`config.mk`:
```
export PLATFORM = sky130hd
export DESIGN_NAME = reg_file
export DESIGN_NICKNAME = d
export VERILOG_FILES = /design/src/rtl/reg_file.sv
export SDC_FILE = /design/constraint.sdc
export NUM_CORES = 1
export LEC_CHECK = 0
export ABC_AREA = 1
export BUFFER_PORTS_ARGS = -buffer_cell sky130_fd_sc_hd__buf_2
export CELL_PAD_IN_SITES_DETAIL_PLACEMENT = 0
export CELL_PAD_IN_SITES_GLOBAL_PLACEMENT = 2
export CORE_MARGIN = 2
export CORE_UTILIZATION = 36
export CTS_BUF_LIST = sky130_fd_sc_hd__clkbuf_4 sky130_fd_sc_hd__clkbuf_8
export DETAILED_ROUTE_END_ITERATION = 8
export GPL_TIMING_DRIVEN = 0
export PLACE_DENSITY_LB_ADDON = 0.12
export SLEW_MARGIN = 20
export SYNTH_ARGS = -nofsm -noshare
export SYNTH_HDL_FRONTEND = slang
export SYNTH_SLANG_ARGS = --single-unit
```
`constraint.sdc`:
```
create_clock -name clk -period 3.4 [get_ports clk]
set_input_delay 0.51 -clock clk [delete_from_list [all_inputs] [get_ports clk]]
set_output_delay 0.51 -clock clk [all_outputs]
set_load 0.05 [all_outputs]
```
`src/rtl/reg_file.sv`:
```
// MAK-8 general-purpose register file with ALU status flags.
// Two bypassed async read ports feed the ALU, one sync write port, one raw debug read port.
module reg_file #(
  parameter int DATA_W   = 8,
  parameter int NUM_REGS = 8,
  parameter int ADDR_W   = 3
) (
  input  logic              clk,
  input  logic              rst,
  input  logic [ADDR_W-1:0] rd_addr_a,
  input  logic [ADDR_W-1:0] rd_addr_b,
  output logic [DATA_W-1:0] rd_data_a,
  output logic [DATA_W-1:0] rd_data_b,
  input  logic              wr_en,
  input  logic [ADDR_W-1:0] wr_addr,
  input  logic [DATA_W-1:0] wr_data,
  input  logic              flag_we,
  input  logic              flag_z_in,
  input  logic              flag_c_in,
  input  logic              flag_n_in,
  output logic              flag_z,
  output logic              flag_c,
  output logic              flag_n,
  input  logic [ADDR_W-1:0] dbg_addr,
  output logic [DATA_W-1:0] dbg_data
);

  logic [DATA_W-1:0] regs [NUM_REGS];

  // Only matters when NUM_REGS is not a power of two: such addresses hold no register.
  function automatic logic addr_ok(input logic [ADDR_W-1:0] addr);
    return 32'(addr) < NUM_REGS;
  endfunction

  always_ff @(posedge clk) begin
    if (rst) begin
      for (int i = 0; i < NUM_REGS; i++) begin
        regs[i] <= '0;
      end
    end else if (wr_en && addr_ok(wr_addr)) begin
      regs[wr_addr] <= wr_data;
    end
  end

  always_ff @(posedge clk) begin
    if (rst) begin
      flag_z <= 1'b0;
      flag_c <= 1'b0;
      flag_n <= 1'b0;
    end else if (flag_we) begin
      flag_z <= flag_z_in;
      flag_c <= flag_c_in;
      flag_n <= flag_n_in;
    end
  end

  // Write-first bypass so the ALU sees a result written back in the same cycle.
  always_comb begin
    rd_data_a = '0;
    if (addr_ok(rd_addr_a)) begin
      if (wr_en && (wr_addr == rd_addr_a)) begin
        rd_data_a = wr_data;
      end else begin
        rd_data_a = regs[rd_addr_a];
      end
    end
  end

  always_comb begin
    rd_data_b = '0;
    if (addr_ok(rd_addr_b)) begin
      if (wr_en && (wr_addr == rd_addr_b)) begin
        rd_data_b = wr_data;
      end else begin
        rd_data_b = regs[rd_addr_b];
      end
    end
  end

  // Debug port shows committed state only, never the in-flight write.
  always_comb begin
    dbg_data = '0;
    if (addr_ok(dbg_addr)) begin
      dbg_data = regs[dbg_addr];
    end
  end

endmodule
```
# After elaboration in Yosys (flattened, before gate mapping)
# Memory sizes are Yosys's and may differ from the RTL's.
# Index checks and enable logic that the tools add are counted.
classes:
  n_eq_ne: 2
  mux: 10
  n_reduce_logical: 3
op_table:
  columns: ["op", "count"]
  rows:
  - ["$mux 8", 3]
  - ["$reduce_or 8->1", 1]
  - ["$eq 3x3->1", 2]
  - ["$mux 1", 6]
  - ["$mux 3", 1]
  - ["$logic_and 1x1->1", 2]
word_totals:
  ff_bits: 3
  mem_bits_rw: 64
  in_bits: 27
  output_inout_bits: 27
  word_cells: 19
  n_memories: 1
mem_list:
  columns: ["name", "words", "word_bits", "read_ports", "rd_clocked_by_memory_dff", "write_ports", "line_no", "rtl"]
  rows:
  - ["regs", 8, 8, 3, 0, 8, "28", "logic [DATA_W-1:0] regs [NUM_REGS];"]

# Longest topological paths before layout
logic_depth:
  word_depth: 5
  mapped_depth: 9
  mapped_depth_nobuf: 8

# Worst setup path after synthesis
# No wires, ideal clock.
synth_path:
  path_type: "input to output"
  from: "input port rd_addr_b[1]"
  to: "output port rd_data_b[0]"
  t_arrival_ns: 1.462
  slack_ns: 1.428
  cell_stages: 8
  path_cell_list: "buf_4 > inv_4 > nor2_1 > nor2_2 > nand2_4 > clkinv_4 > nand2_1 > nand2_1"
synth_via:
  elab_chain_cells: 3
  word_cells_on_any_way: 4
synth_rtl:
  columns: ["item", "line_no", "rtl"]
  rows:
  - ["from (decl)", "11", "input logic [ADDR_W-1:0] rd_addr_b,"]
  - ["parallel branches: the longest is 2 deep, another holds $mem_v2 8x8", null, null]
  - ["$mux 8 (*)", "72", "if (wr_en && (wr_addr == rd_addr_b)) begin"]
  - ["to (decl)", "13", "output logic [DATA_W-1:0] rd_data_b,"]
# Every way passes the cells marked *.

# Final worst setup path
layout_path:
  from: "input port dbg_addr[0]"
  to: "output port dbg_data[0]"
layout_via:
  elab_chain_cells: 1
layout_rtl:
  columns: ["item", "line_no", "rtl"]
  rows:
  - ["from (decl)", "24", "input logic [ADDR_W-1:0] dbg_addr,"]
  - ["$mem_v2 8x8", null, null]
  - ["to (decl)", "25", "output logic [DATA_W-1:0] dbg_data"]
# Every way passes these cells.

==> reports/metrics.json <==
{
  "portBuffers": {"value": 45},
  "synthDistinctLibCells": {"value": 18},
  "final_design_area_no_fill": {"value": 5340, "unit": "um2"},
  "finalNetCount": {"value": 768},
  "drt_first_iter_violations": {"value": 496},
  "timing.setup.tns": {"value": 0, "unit": "ns"},
  "fmaxAchievable": {"value": 0.408, "unit": "GHz"},
  "post_dp_cell_area": {"value": 5100, "unit": "um2"},
  "initial_core_util": {"value": 0.369},
  "dp.final_hpwl": {"value": 14000, "unit": "um"},
  "globalRouteMet2Util": {"value": 0.384},
  "crit_type": {"value": "in2out"},
  "placement.setup.worst_slack": {"value": 1.03, "unit": "ns"},
  "syn-num-nets": {"value": 712},
  "cts_max_level": {"value": 3},
  "std_cell_rows": {"value": 41},
  "global_route.usage.total": {"value": 0.265},
  "start_kind": {"value": "input port"},
  "cts.sink_count": {"value": 67},
  "drt_drc_violations_left": {"value": 0},
  "route.final.wire_length": {"value": 18200, "unit": "um"},
  "hold_path.startpoint": {"value": "flag_c_in"},
  "grt_pass1_vias": {"value": 4400},
  "grt_pass1_wl": {"value": 27000, "unit": "um"},
  "cts_made_buffers": {"value": 9},
  "ctsLongestPathBuffers": {"value": 2},
  "n_fill_cell": {"value": 1396},
  "cts_tree": {"value": "yes"},
  "antenna_found_initial": {"value": 0},
  "antenna_left": {"value": 0},
  "path_clk_slew": {"value": 0.07, "unit": "ns"},
  "setup_viol": {"value": 0},
  "floorplan.die_area": {"value": 13900, "unit": "um2"},
  "layout_setup_ws": {"value": 0.952, "unit": "ns"},
  "yosysSeqAreaShare": {"value": 0.426},
  "timing.final.hold_violations": {"value": 0},
  "cell_internal_pwr": {"value": 1.59, "unit": "mW"},
  "use_met1": {"value": 0.371},
  "hp-class": {"value": "in2reg"},
  "antenna_cells": {"value": 0},
  "number_of_warning_messages_in_the_yosys_log": {"value": 0},
  "irDropWorstVdd": {"value": 0.326, "unit": "mV"},
  "report.final.slew_viol_count": {"value": 0},
  "worst-slew-pin-transition": {"value": 0.664, "unit": "ns"},
  "remaining_global_route_overflow": {"value": 0},
  "critical_path_arrival": {"value": 1.94, "unit": "ns"},
  "combinationalPowerShare": {"value": 0.260},
  "power.net_switching": {"value": 830, "unit": "uW"},
  "gr-usage-met3": {"value": 0.0799},
  "power.clock.fraction": {"value": 0.336},
  "min_period_over_period": {"value": 0.720},
  "seqPwrFrac": {"value": 0.404},
  "final_layout_size_suffix_gt1_frac": {"value": 0.149},
  "yosys_register_bits": {"value": 67},
  "worst_r2r_startpoint": {"value": "flag_n$_SDFFE_PP0P_"},
  "switching_share": {"value": 0.343},
  "cts.repair_timing.setup_buffer_count": {"value": 0},
  "clock_latency": {"value": 0.36, "unit": "ns"},
  "period_needed": {"value": 2.45, "unit": "ns"},
  "die_h": {"value": 118, "unit": "um"},
  "multi_input_combinational_cell_area": {"value": 2110, "unit": "um2"},
  "post_synth_inst_count": {"value": 685},
  "post_drt_wl_per_cell": {"value": 19.8, "unit": "um"},
  "sequential_cell_area": {"value": 1980, "unit": "um2"},
  "worst_case_headroom_to_the_max_slew_limit": {"value": 0.557},
  "avgSynthCellArea": {"value": 6.80, "unit": "um2"},
  "outcome": {"value": "completed"},
  "holdBufCountCts": {"value": 0},
  "crit_path_max_fanout": {"value": 10},
  "first_pass_iters": {"value": 6},
  "grt_setup_unrepaired": {"value": "false"},
  "top_level_pins": {"value": 54},
  "coreArea": {"value": 12600, "unit": "um2"},
  "avgViaCountPerCell": {"value": 5.23},
  "power_density": {"value": 453, "unit": "nW/um2"},
  "crit_required": {"value": 2.89, "unit": "ns"},
  "p_leak": {"value": 2.65, "unit": "nW"},
  "endpoint_kind": {"value": "primary output"},
  "detailroute.via_count": {"value": 4797},
  "timing.clock.skew": {"value": 0, "unit": "ns"},
  "globalRoute.busiestLayer": {"value": "met2"},
  "final_core_util": {"value": 0.423},
  "globalplace.congestion": {"value": 0.913},
  "worst_setup_path_startpoint": {"value": "dbg_addr[0]"},
  "cts_root_buf": {"value": "sky130_fd_sc_hd__clkbuf_8"},
  "area_of_the_mapped_netlist": {"value": 4660, "unit": "um2"},
  "cts.repair.resized": {"value": 0},
  "max_cap_viol_count": {"value": 0},
  "fp.dieW": {"value": 118, "unit": "um"},
  "growth_of_design_area_from_synthesis_to_finish": {"value": 14.6, "unit": "%"},
  "pin_count_of_the_biggest_net_entering_global_routing": {"value": 13}
}
[logic make-up after synthesis]
| group | share of synthesized area |
|---|---|
| buffers and inverters | 0.121 |
| AOI/OAI and AO/OA | 0.0720 |
| and+or+nand+nor | 0.382 |
| DFF | 0.426 |
[cell usage after synthesis]
cell type                  instances  area share
sky130_fd_sc_hd__nand2_1         234        0.19
sky130_fd_sc_hd__nand3_1         112        0.12
sky130_fd_sc_hd__inv_1            76       0.061
sky130_fd_sc_hd__nor2_1           76       0.061
sky130_fd_sc_hd__edfxtp_1         64        0.41
sky130_fd_sc_hd__a21oi_1          32       0.034
sky130_fd_sc_hd__o21ai_0          21       0.023
sky130_fd_sc_hd__buf_2            18       0.019
sky130_fd_sc_hd__o21ai_1          14       0.015
sky130_fd_sc_hd__inv_2             8      0.0064
sky130_fd_sc_hd__buf_4             7       0.011
sky130_fd_sc_hd__buf_6             5       0.012
sky130_fd_sc_hd__nor2_2            5      0.0067
sky130_fd_sc_hd__clkbuf_1          3      0.0024
sky130_fd_sc_hd__dfxtp_1           3       0.013
sky130_fd_sc_hd__inv_4             3      0.0040
sky130_fd_sc_hd__clkinv_4          2      0.0038
sky130_fd_sc_hd__nand2_4           2      0.0048
[worst max-delay path, stage by stage]
cell                       delay, ns
sky130_fd_sc_hd__buf_2          0.14
sky130_fd_sc_hd__clkbuf_1       0.43
sky130_fd_sc_hd__o21ai_0        0.31
sky130_fd_sc_hd__nand2_1        0.13
sky130_fd_sc_hd__nand2_1        0.05
sky130_fd_sc_hd__nand2_1        0.09
sky130_fd_sc_hd__buf_2          0.27
[cell type report]
| class | instances | share of cell area |
|---|---|---|
| buffer | 33 | 0.0394 |
| clock buffer | 9 | 0.0232 |
| clock inverter | 7 | 0.0218 |
| inverter | 89 | 0.0659 |
| multi-input combinational | 496 | 0.396 |
| sequential | 67 | 0.371 |
| tap | 172 | 0.0403 |
| timing repair buffer | 45 | 0.0422 |
[power groups by stage]
stage / Clock, mW / Combinational [mW] / Sequential, mW
2_1_floorplan: 0 / 0.422 / 0.995
3_3_place_gp: 0 / 0.621 / 0.992
3_5_place_dp: 0 / 0.621 / 0.995
4_1_cts: 0.823 / 0.623 / 0.976
5_1_grt: 0.855 / 0.678 / 0.983
6_report: 0.814 / 0.630 / 0.977
[metrics by stage]
stage	power, mW	std cells	hold slack (ns)
floorplan	1.42	685	0.645
CTS	2.42	918	0.351
finish	2.42	918	0.369
detailed placement	1.62	902	0.485
global route	2.52	918	0.378
global placement	1.61	902	0.480
[sequential cells by signal (all words and copies together) (netlist names)]
| signal | cells |
|---|---|
| flag_z | 1 |
| flag_c | 1 |
| regs | 64 |
| flag_n | 1 |
[layer usage]
layer | vias to the layer above | wire, um | share of wire
met2 | 257 | 7750 | 0.43
met3 | 28 | 1770 | 0.097
met1 | 2207 | 8130 | 0.45
met4 | 0 | 554 | 0.030
met5 | - | 0 | 0
li1 | 2305 | - | -
[placed cells by master, fill, tap and decap left out, drive strengths merged]
cell type | netlist | final
inv | 87 | 87
nand3 | 112 | 112
nand2 | 236 | 236
a21oi | 32 | 32
buf | 30 | 75
dfxtp | 3 | 3
bufinv | 0 | 3
nor2 | 81 | 81
edfxtp | 64 | 64
clkinv | 2 | 5
clkinvlp | 0 | 1
clkbuf | 3 | 12
o21ai | 35 | 35
[worst paths after layout]
| kind | slack (ns) | endpoint | cells past startpoint |
|---|---|---|---|
| setup / recovery | 0.95 | dbg_data[0] | 7 |
| setup reg to reg | 2.77 | flag_n$_SDFFE_PP0P_ | 2 |
| hold reg to reg | 0.50 | flag_c$_SDFFE_PP0P_ | 2 |
| hold / removal | 0.37 | flag_c$_SDFFE_PP0P_ | 3 |
No activity file was read; power rests on OpenSTA's default activity.
